$ cat config.mk
export PLATFORM = sky130hd
export DESIGN_NAME = dmem_arbiter
export DESIGN_NICKNAME = d
export VERILOG_FILES = /design/src/rtl/dmem_pkg.sv /design/src/rtl/dmem_arb_pick.sv /design/src/rtl/dmem_arbiter.sv
export SDC_FILE = /design/constraint.sdc
export NUM_CORES = 1
export LEC_CHECK = 0
export ABC_AREA = 1
export CORE_AREA = 2 2 120 122
export DETAILED_ROUTE_END_ITERATION = 12
export DIE_AREA = 0 0 122 124
export PLACE_DENSITY_LB_ADDON = 0.1
export SKIP_CTS_REPAIR_TIMING = 1
export SYNTH_ARGS = -nofsm -noshare
export SYNTH_HDL_FRONTEND = slang
export SYNTH_SLANG_ARGS = --single-unit
$ cat constraint.sdc
create_clock -name clk -period 4.6 [get_ports clk]
set_clock_uncertainty 0.2 [all_clocks]
set_input_delay 1.38 -clock clk [delete_from_list [all_inputs] [get_ports clk]]
set_output_delay 1.38 -clock clk [all_outputs]
set_load 0.1 [all_outputs]
$ cat src/rtl/dmem_pkg.sv
// dmem_pkg: shared types for the data-memory arbiter.
// Provides the load/store size codes, the arbiter state type, the latched
// request record and the access legality rule used in the ACCESS cycle.
package dmem_pkg;

    localparam int unsigned NPORTS = 2;
    localparam int unsigned XLEN   = 32;

    // Load size codes
    typedef enum logic [2:0] {
        LB  = 3'b000,
        LH  = 3'b001,
        LW  = 3'b010,
        LBU = 3'b100,
        LHU = 3'b101
    } load_f3_t;

    // Store size codes (share encodings with the loads)
    typedef enum logic [2:0] {
        SB = 3'b000,
        SH = 3'b001,
        SW = 3'b010
    } store_f3_t;

    typedef enum logic {
        IDLE   = 1'b0,
        ACCESS = 1'b1
    } arb_state_t;

    typedef struct packed {
        logic            we;
        logic [XLEN-1:0] addr;
        logic [XLEN-1:0] wdata;
        logic [2:0]      func3;
    } dmem_req_t;

    // An access is legal when the word index is in range and the size code
    // is one the memory understands for that direction.
    function automatic logic access_legal(input dmem_req_t r, input logic [XLEN-1:0] depth);
        logic ok;
        ok = (r.addr < depth);
        if (r.we) begin
            ok = ok && (r.func3 inside {SB, SH, SW});
        end else begin
            ok = ok && (r.func3 inside {LB, LH, LW, LBU, LHU});
        end
        return ok;
    endfunction

endpackage

$ cat src/rtl/dmem_arb_pick.sv
// dmem_arb_pick: two-way winner select, one-hot grant out.
// Build option DMEM_ARB_RR_EN: when defined, ties go to the port that was
// not granted last (ptr = last granted port); when undefined, port 0 always
// wins ties and ptr is ignored.
module dmem_arb_pick
    import dmem_pkg::*;
(
    input  logic [NPORTS-1:0] req,
    input  logic              ptr,
    output logic [NPORTS-1:0] gnt
);

`ifdef DMEM_ARB_RR_EN
    // Round-robin select: a lone requester wins, a tie goes away from ptr
    always_comb begin
        gnt = '0;
        case (req)
            2'b01:   gnt = 2'b01;
            2'b10:   gnt = 2'b10;
            2'b11:   gnt = ptr ? 2'b01 : 2'b10;
            default: gnt = 2'b00;
        endcase
    end
`else
    logic unused_ptr;
    assign unused_ptr = ptr;

    // Fixed priority select: port 0 first
    always_comb begin
        gnt = '0;
        if (req[0]) begin
            gnt = 2'b01;
        end else if (req[1]) begin
            gnt = 2'b10;
        end
    end
`endif

endmodule

$ cat src/rtl/dmem_arbiter.sv
// dmem_arbiter: shares the word-indexed data memory between the core
// load/store path (port 0) and the debug/DMA loader (port 1).
// An access is granted in IDLE, driven onto the memory for one ACCESS cycle,
// and answered with a registered rvalid/rdata/err pulse the cycle after.
// Build option DMEM_ARB_RR_EN selects round-robin tie-breaking; without it
// port 0 has fixed priority and no pointer register exists.
//
// state  | meaning
// -------+-------------------------------------------------------------
// IDLE   | waiting for a request; grants combinationally and latches it
// ACCESS | latched request on the memory bus, legality gating read/write
module dmem_arbiter
    import dmem_pkg::*;
#(
    parameter int unsigned DEPTH = 40
) (
    input  logic                         clk,
    input  logic                         rst_n,
    input  logic [NPORTS-1:0]            req_i,
    input  logic [NPORTS-1:0]            we_i,
    input  logic [NPORTS-1:0][XLEN-1:0]  addr_i,
    input  logic [NPORTS-1:0][XLEN-1:0]  wdata_i,
    input  logic [NPORTS-1:0][2:0]       func3_i,
    output logic [NPORTS-1:0]            gnt_o,
    output logic [NPORTS-1:0]            rvalid_o,
    output logic [NPORTS-1:0][XLEN-1:0]  rdata_o,
    output logic [NPORTS-1:0]            err_o,
    output logic [XLEN-1:0]              mem_addr_o,
    output logic [XLEN-1:0]              mem_wdata_o,
    output logic                         mem_read_o,
    output logic                         mem_write_o,
    output logic [2:0]                   mem_func3_o,
    input  logic [XLEN-1:0]              mem_rdata_i
);

    localparam logic [XLEN-1:0] DEPTH_W = XLEN'(DEPTH);

    arb_state_t        state_q;
    arb_state_t        state_d;
    dmem_req_t         lat_q;
    dmem_req_t         win_req;
    logic              lat_port_q;
    logic [NPORTS-1:0] pick;
    logic              win_port;
    logic              arb_ptr;
    logic              take;
    logic              legal;
    logic              rd_en;
    logic              wr_en;

    logic              rsp_valid_q;
    logic              rsp_port_q;
    logic              rsp_err_q;
    logic [XLEN-1:0]   rsp_rdata_q;

`ifdef DMEM_ARB_RR_EN
    logic ptr_q;

    // Remember the last granted port; reset favours port 0 on the first tie
    always_ff @(posedge clk) begin
        if (!rst_n) begin
            ptr_q <= 1'b1;
        end else if (take) begin
            ptr_q <= win_port;
        end
    end

    assign arb_ptr = ptr_q;
`else
    assign arb_ptr = 1'b1;
`endif

    dmem_arb_pick u_pick (
        .req (req_i),
        .ptr (arb_ptr),
        .gnt (pick)
    );

    assign win_port = pick[1];
    assign legal    = access_legal(lat_q, DEPTH_W);

    // Gather the winning port's fields into one record
    always_comb begin
        win_req       = '0;
        win_req.we    = we_i[win_port];
        win_req.addr  = addr_i[win_port];
        win_req.wdata = wdata_i[win_port];
        win_req.func3 = func3_i[win_port];
    end

    // Next state and memory strobes
    always_comb begin
        state_d = state_q;
        take    = 1'b0;
        rd_en   = 1'b0;
        wr_en   = 1'b0;
        case (state_q)
            IDLE: begin
                if (|req_i) begin
                    take    = 1'b1;
                    state_d = ACCESS;
                end
            end
            ACCESS: begin
                rd_en   = legal && !lat_q.we;
                wr_en   = legal && lat_q.we;
                state_d = IDLE;
            end
            default: state_d = IDLE;
        endcase
    end

    // State register
    always_ff @(posedge clk) begin
        if (!rst_n) begin
            state_q <= IDLE;
        end else begin
            state_q <= state_d;
        end
    end

    // Latch the granted request; it stays on the memory bus until the next grant
    always_ff @(posedge clk) begin
        if (!rst_n) begin
            lat_q      <= '0;
            lat_port_q <= 1'b0;
        end else if (take) begin
            lat_q      <= win_req;
            lat_port_q <= win_port;
        end
    end

    // Response register, loaded at the end of ACCESS
    always_ff @(posedge clk) begin
        if (!rst_n) begin
            rsp_valid_q <= 1'b0;
            rsp_port_q  <= 1'b0;
            rsp_err_q   <= 1'b0;
            rsp_rdata_q <= '0;
        end else begin
            rsp_valid_q <= (state_q == ACCESS);
            if (state_q == ACCESS) begin
                rsp_port_q  <= lat_port_q;
                rsp_err_q   <= !legal;
                rsp_rdata_q <= rd_en ? mem_rdata_i : '0;
            end
        end
    end

    // Reset is synchronous, so strobes are also masked combinationally: a
    // store caught by reset in ACCESS must not reach the memory, and a due
    // response must not pulse while reset is low.
    assign gnt_o       = (take && rst_n) ? pick : '0;
    assign mem_read_o  = rd_en && rst_n;
    assign mem_write_o = wr_en && rst_n;
    assign mem_addr_o  = lat_q.addr;
    assign mem_wdata_o = lat_q.wdata;
    assign mem_func3_o = lat_q.func3;

    // Steer the response to the port that issued it
    always_comb begin
        rvalid_o = '0;
        err_o    = '0;
        rdata_o  = '0;
        if (rsp_valid_q && rst_n) begin
            rvalid_o[rsp_port_q] = 1'b1;
            err_o[rsp_port_q]    = rsp_err_q;
            rdata_o[rsp_port_q]  = rsp_rdata_q;
        end
    end

endmodule
==> impl_metrics.json <==
{
  "cts-root-buf": "clkbuf_16",
  "p_total_uw": 2630,
  "synth_edf_count": 0,
  "routed_wl_um": 18300,
  "synthTopCellsByArea": "dfxtp_1 40%, nor2_1 11%, buf_4 10%",
  "switching_power_uw": 961,
  "hold_viol": 0,
  "syn_nets": 924,
  "antenna_left": 0,
  "finalCritPeriodShare_pct": 94.2,
  "netlist_area_um2": 5210,
  "io_buffers": 310,
  "synth_most_common_cell": "nor2_1",
  "seqPwrFrac_pct": 38.1,
  "die_h_um": 124,
  "syn_inst": 752,
  "synth_seq_area_share_pct": 40.4,
  "synthFlopType": "dfxtp_1",
  "drc": 0,
  "fin_util_pct": 68.5,
  "fmax_ghz": 0.231,
  "start_util_pct": 38.0,
  "tightest_slew_ns": 1.07,
  "ios": 311,
  "die_area_um2": 15100,
  "combPwrFrac_pct": 33.0,
  "die_w_um": 122,
  "gp_congestion": 0.791,
  "required_ns": 3.02,
  "cp-start-kind": "input port",
  "switching_share_pct": 36.5,
  "design_area_um2": 9400,
  "drtIter0Drc": 269,
  "holdCritPathClass": "register to register",
  "async_flop_share_pct": 0,
  "crit_family": "buffers and inverters",
  "routed_via_density": 4.88,
  "relSlewSlack_pct": 28.7,
  "leakage_uw": 0.00332,
  "clk_pin_slew_ns": 0.06,
  "synth_warnings": 0,
  "end_kind": "output port",
  "nets": 1134,
  "grt_use_total_pct": 23.8,
  "yosysTopAreaCell": "dfxtp_1",
  "vias": 5588,
  "avgSynthCellArea_um2": 6.92,
  "grt_max_degree": 71,
  "drive_gt1_share_pct": 18.4,
  "clk_path_buf_depth": 2,
  "cts_buffers": 9,
  "setup_viol": 0,
  "antenna_cells": 0,
  "peakVddDrop_mv": 0.193,
  "crit_chain": "buf_2 -> nand2_1 -> nor2_4 -> inv_4 -> nor2_4 -> buf_12",
  "grt_pass1_wl_um": 28500,
  "synth.top_cell.area_share_pct": 40.4,
  "status": "complete, no violations",
  "post_drt_wl_per_cell_um": 16.0,
  "crit_path_max_fanout": 33,
  "synthToLayoutAreaGrowth_pct": 80.5,
  "pwr-share-clk_pct": 28.9,
  "finalNonFillerCells": 1145,
  "antenna_found_initial": 0,
  "p_int_uw": 1670,
  "ys_ff_latch": 105,
  "cts_tree": "built",
  "grt-ovfl-total": 0,
  "slowest_delay_ns": 0.65,
  "place_area_um2": 9120,
  "p_per_area_nw_per_um2": 280,
  "placedCellCount": 1131,
  "synthTopCellsByCount": "159 x nor2_1, 105 x dfxtp_1, 76 x nand2_1",
  "rows": 43,
  "fillers": 1163,
  "worst_path_most_repeated_cell": "nor2_4",
  "first_global_vias": 5436,
  "core_um2": 13700,
  "clkSinkCount": 105,
  "yosysUniqueCellTypes": 19,
  "dpl.hpwl_um": 13500,
  "cp_slowest_cell": "inv_4",
  "cts_max_level": 3,
  "critPathBufInv": 3,
  "clock_latency_ns": 0.34,
  "slew_viol_final": 0,
  "drtPass1Iterations": 4,
  "drv_cap": 0,
  "path_class": "input port to output port",
  "rsz0062_at_grt": "no",
  "post-route-min-period_ns": 4.33,
  "critPathArrivalTime_ns": 2.75
}
==> tightest hold or removal path, stage by stage, from the launching register on <==
cell and delay (ns):
dfxtp_1 0.31, nand2_1 0.06, nand2_1 0.04
==> power groups by stage <==
stage	clock (uW)	combinational [uW]	sequential [uW]
floorplan	0	649	1010
global route	804	913	1010
global placement	0	870	1020
detailed placement	0	873	1020
CTS	777	875	1000
finish	760	869	1000
==> final cells by class <==
| type | instances | area (um^2) | share of cell area [%] |
|---|---|---|---|
| clock buffers | 11 | 243 | 2.58 |
| clock inverters | 3 | 42.5 | 0.452 |
| inverters | 46 | 178 | 1.89 |
| multi-input cells | 480 | 2700 | 28.7 |
| flip-flops and latches | 105 | 2100 | 22.4 |
| well taps | 180 | 225 | 2.40 |
| repair buffers | 320 | 3920 | 41.7 |
==> final timing paths <==
check                              start                     endpoint  slack, ns  cells past startpoint
max                                rst_n                  rdata_o[54]       0.27                      6
min reg2reg  rsp_rdata_q[1]$_SDFFE_PN0P_  rsp_rdata_q[1]$_SDFFE_PN0P_       0.25                      2
max reg2reg           state_q$_SDFF_PN0_  mem_addr_o[18]$_SDFFE_PN0P_       2.76                      5
min          rsp_rdata_q[1]$_SDFFE_PN0P_  rsp_rdata_q[1]$_SDFFE_PN0P_       0.25                      2
==> layer usage <==
metal | vias to the layer above | wire length, um | GRT usage, %
met5 | - | 0 | 0
met4 | 0 | 513 | 9.34
met3 | 34 | 1730 | 7.14
met2 | 221 | 9000 | 40.9
met1 | 2525 | 7100 | 28.0
li1 | 2808 | - | -
==> flip-flops by register name, indices dropped and copies added, names as in the netlist, 3 cells and up <==
signal and cells:
mem_wdata_o 32, mem_func3_o 3, rsp_rdata_q 32, mem_addr_o 32
==> kinds of logic after synthesis <==
| kind of cell | share of synthesized area, % |
|---|---|
| buf+inv | 17.8 |
| compound gates | 13.5 |
| flops | 40.4 |
| simple gates | 28.4 |
==> layout by cell type, fill, tap and decap left out, drive strengths merged, types with 2 or more instances in the layout <==
cell           instances
nand4                 33
buf                   84
nor3                   2
inv                   46
clkdlybuf4s50        236
clkbuf                11
o21ai                135
nand2                 76
nand3                 68
dfxtp                105
o22ai                  4
nor2                 162
==> stage by stage <==
stage / setup WS (ns) / TNS (ns) / hold WS, ns
finish: 0.266 / 0 / 0.253
global placement: 0.283 / 0 / 0.237
detailed placement: 0.273 / 0 / 0.240
floorplan: -0.697 / -2.25 / 0.226
global route: 0.197 / 0 / 0.275
CTS: 0.260 / 0 / 0.255
Power figures use the tool's default switching activity.
==> variant 1, RTL diff (same flow settings) <==
Build with the macro `DMEM_ARB_RR_EN` defined.
--- a/src/rtl/dmem_arb_pick.sv
+++ b/src/rtl/dmem_arb_pick.sv
@@ -2,6 +2,8 @@
 // Build option DMEM_ARB_RR_EN: when defined, ties go to the port that was
 // not granted last (ptr = last granted port); when undefined, port 0 always
 // wins ties and ptr is ignored.
+`define DMEM_ARB_RR_EN
+
 module dmem_arb_pick
     import dmem_pkg::*;
 (
Check against the original RTL: not equivalent (a bounded check fails within 4 cycles, from zero or initial values and one cycle with rst_n low).
==> variant 1 against the unedited design <==
  * Core utilization rose by 0.073 points
  * Wire length rose by 0.59%
  * Power rose by 9.5%
  * Final area rose by 0.11%
  * Worst setup slack improved by 64 ps
  * Die area did not move
  * Cell count fell by 4.5%
  * Area after synthesis fell by 0.22%
  * Largest cell class unchanged
  * Critical endpoint is now rdata_o[13]
  * Sequential cell count rose by 1
  * Combinational power rose by 13%
  * Clock power rose by 15%
==> variant 1: results <==
{
  "ys_types": 23,
  "num-fill-cells": 1075,
  "dp_hpwl_um": 14100,
  "numCtsBuffers": 9,
  "ys_warn_count": 0,
  "antenna_found_initial": 1,
  "viasPerCell": 5.07,
  "cts_htree_levels": 3,
  "use_met3": 0.0678,
  "max-clock-path-buffers": 2,
  "fin_nets": 1080,
  "worst_path_largest_cell_delay_ps": 650,
  "clock_latency_ps": 340,
  "synthArstFlopShare": 0,
  "routabilityCongestion": 0.814,
  "drive_above_1_share": 0.207,
  "drtPass1Iterations": 7,
  "gr-usage-met1": 0.268,
  "routed_wl_um": 18500,
  "synth_common_cells": "dfxtp_1 (106), nor2_1 (88), nand2_1 (81)",
  "port_buffers": 310,
  "worst_pin_slew_ps": 1270,
  "synth_nets": 872,
  "critPathMaxFanout": 33,
  "synth_edf_count": 0,
  "hold_path_class": "reg2reg",
  "met2_usage": 0.422,
  "synthFlopType": "dfxtp_1",
  "synth_cells": 700,
  "diodes": 0,
  "critPathArrivalTime_ps": 2690,
  "leakage_uw": 0.00337,
  "place_ws_ps": 312,
  "grt_pass1_wl_um": 28200,
  "ys_seq_area_frac": 0.408,
  "vias": 5537,
  "ir_drop_mv": 0.191,
  "status": "complete, no violations",
  "first_iter_violations": 359,
  "synthTopCellsByArea": "dfxtp_1 (41%), buf_4 (10%), o22ai_1 (7.2%)",
  "track_usage": 0.236,
  "root_buffer": "clkbuf_16",
  "crit_slowest_cell": "inv_4",
  "clk_pin_slew_ps": 70,
  "grt_max_degree": 105
}
==> variant 1: cells by family after synthesis <==
logic type / synth area share
AO/OA/AOI/OAI: 0.231
buffers and inverters: 0.188
flip-flops: 0.408
AND/OR/NAND/NOR: 0.172
==> variant 1: worst max-delay path: cells and delay by family <==
kind          cells  cell delay [ps]
buf+inv           3              980
simple gates      3              260
==> variant 1: final timing paths <==
kind	startpoint	end	slack, ps	cells after the start
worst max register to register	state_q	rsp_rdata_q[2]	2430	4
worst max-delay path	rst_n	rdata_o[13]	330	6
worst min register to register	rsp_rdata_q[0]	rsp_rdata_q[0]	260	2
worst min-delay path	rsp_rdata_q[0]	rsp_rdata_q[0]	260	2
==> variant 1: final cells by class <==
type	instances	area, µm²	area share
multi-input cells	420	2620	0.279
flip-flops and latches	106	2120	0.225
well taps	180	225	0.0239
inverters	52	200	0.0213
clock buffers	9	225	0.0239
clock inverters	7	116	0.0124
repair buffers	319	3900	0.414
==> variant 1: report_power, final <==
group          internal, µW  switching [µW]
Sequential              983            42.0
Combinational           306             674
Clock                   532             344
Total                  1820            1060
==> variant 1: layer usage <==
layer	vias to the layer above	wire, µm	share of wire
li1	2713	-	-
met1	2564	7120	0.39
met2	231	9350	0.51
met3	27	1580	0.086
met4	2	388	0.021
met5	-	15	0.00081
==> variant 1: metrics by stage <==
step	power [µW]	utilization	instance area (µm²)	hold slack (ps)
2_1_floorplan	1780	-	5780	222
3_3_place_gp	2010	0.661	9070	236
3_5_place_dp	2030	0.661	9070	244
4_1_cts	2900	0.686	9410	257
5_1_grt	2990	0.686	9410	275
6_report	2880	0.686	9410	255
==> variant 2, RTL diff (same flow settings) <==
Made on the original files. Register the output `err_o`, with the module's reset; this adds one clock of latency there. The other outputs are not delayed to match.
--- a/src/rtl/dmem_arbiter.sv
+++ b/src/rtl/dmem_arbiter.sv
@@ -34,6 +34,8 @@
 );
 
     localparam logic [XLEN-1:0] DEPTH_W = XLEN'(DEPTH);
+
+    logic [NPORTS-1:0] err_d;
 
     arb_state_t        state_q;
     arb_state_t        state_d;
@@ -160,13 +162,21 @@
     // Steer the response to the port that issued it
     always_comb begin
         rvalid_o = '0;
-        err_o    = '0;
+        err_d    = '0;
         rdata_o  = '0;
         if (rsp_valid_q && rst_n) begin
             rvalid_o[rsp_port_q] = 1'b1;
-            err_o[rsp_port_q]    = rsp_err_q;
+            err_d[rsp_port_q]    = rsp_err_q;
             rdata_o[rsp_port_q]  = rsp_rdata_q;
         end
     end
 
+    always_ff @(posedge clk) begin
+        if (!rst_n) begin
+            err_o <= '0;
+        end else begin
+            err_o <= err_d;
+        end
+    end
+
 endmodule
Function: changed (Yosys sat finds a counterexample within 4 cycles, from zero or initial values and one cycle with rst_n low).
==> variant 2 against the unedited design <==
  * Final area is 0.89% higher
  * Non-clock buffer count rose by 4
  * Wire length fell by 0.26%
  * Largest cell class unchanged
  * Sequential cell count increased by 2
  * Power grew 1.9%
  * Area after synthesis up 0.67%
  * Core utilization rose by 0.61 points
  * Worst setup slack improved by 170 ps
==> variant 2: results <==
{
  "hold_end": "rsp_rdata_q[5]",
  "hold_slack_ps": 254,
  "first_iter_violations": 326,
  "leakage_uw": 0.00337,
  "synth_common_cells": "nor2_1 (160), dfxtp_1 (107), nand2_1 (75)",
  "post-place-cells": 1137,
  "cp_top_family": "buffers and inverters",
  "endpoint": "rdata_o[6]",
  "critPathMaxFanout": 14,
  "track_usage": 0.242,
  "num-fill-cells": 1123,
  "status": "complete, no violations",
  "synth_nets": 926,
  "ys_seq_area_frac": 0.409,
  "slew_headroom": 0.287,
  "ff2ff_path_depth": 6,
  "ff2ff_setup_slack_ps": 2640,
  "ir_drop_mv": 0.177,
  "drive_above_1_share": 0.185,
  "dp_hpwl_um": 13800,
  "grt_pass1_vias": 5391,
  "critPathArrivalTime_ps": 2580,
  "synthTopCellsByArea": "dfxtp_1 (41%), nor2_1 (11%), buf_4 (9.7%)",
  "place_ws_ps": 430,
  "regToRegEndpoint": "mem_wdata_o[19]",
  "drtPass1Iterations": 7,
  "powerClk_uw": 790,
  "finalCriticalPeriod_ps": 4160,
  "vias": 5633,
  "worst_path_largest_cell_delay_ps": 350,
  "ys_types": 19,
  "routabilityCongestion": 0.824,
  "syn_avg_cell_area_um2": 6.95,
  "port_buffers": 310,
  "avgRoutedWirePerCell_um": 15.9,
  "cellInternalPower_uw": 1720
}
variant 2: layer usage:
| layer | wire length (µm) | track usage |
|---|---|---|
| met5 | 0 | 0 |
| met4 | 412 | 0.0826 |
| met3 | 1610 | 0.0719 |
| met2 | 8930 | 0.407 |
| met1 | 7340 | 0.295 |
variant 2: cells by family (layout without fill, tap and decap cells):
kind of cell / count (synthesis) / count (layout) / synth area share
buf+inv: 167 / 384 / 0.176
simple gates: 341 / 341 / 0.282
compound gates: 139 / 139 / 0.134
flops: 107 / 107 / 0.409
variant 2: layout make-up:
class                           instances  share of cell area
Tap cell                              180              0.0237
Inverter                               46              0.0187
Clock inverter                          2             0.00369
Multi-Input combinational cell        480               0.283
Sequential cell                       107               0.226
Timing Repair Buffer                  324               0.417
Clock buffer                           12              0.0281
variant 2: metrics by stage:
stage | setup TNS (ps) | cell area [µm²]
after floorplan | -1470 | 5800
after global placement | 0 | 9180
after detailed placement | 0 | 9180
after CTS | 0 | 9490
after global routing | 0 | 9490
final | 0 | 9490
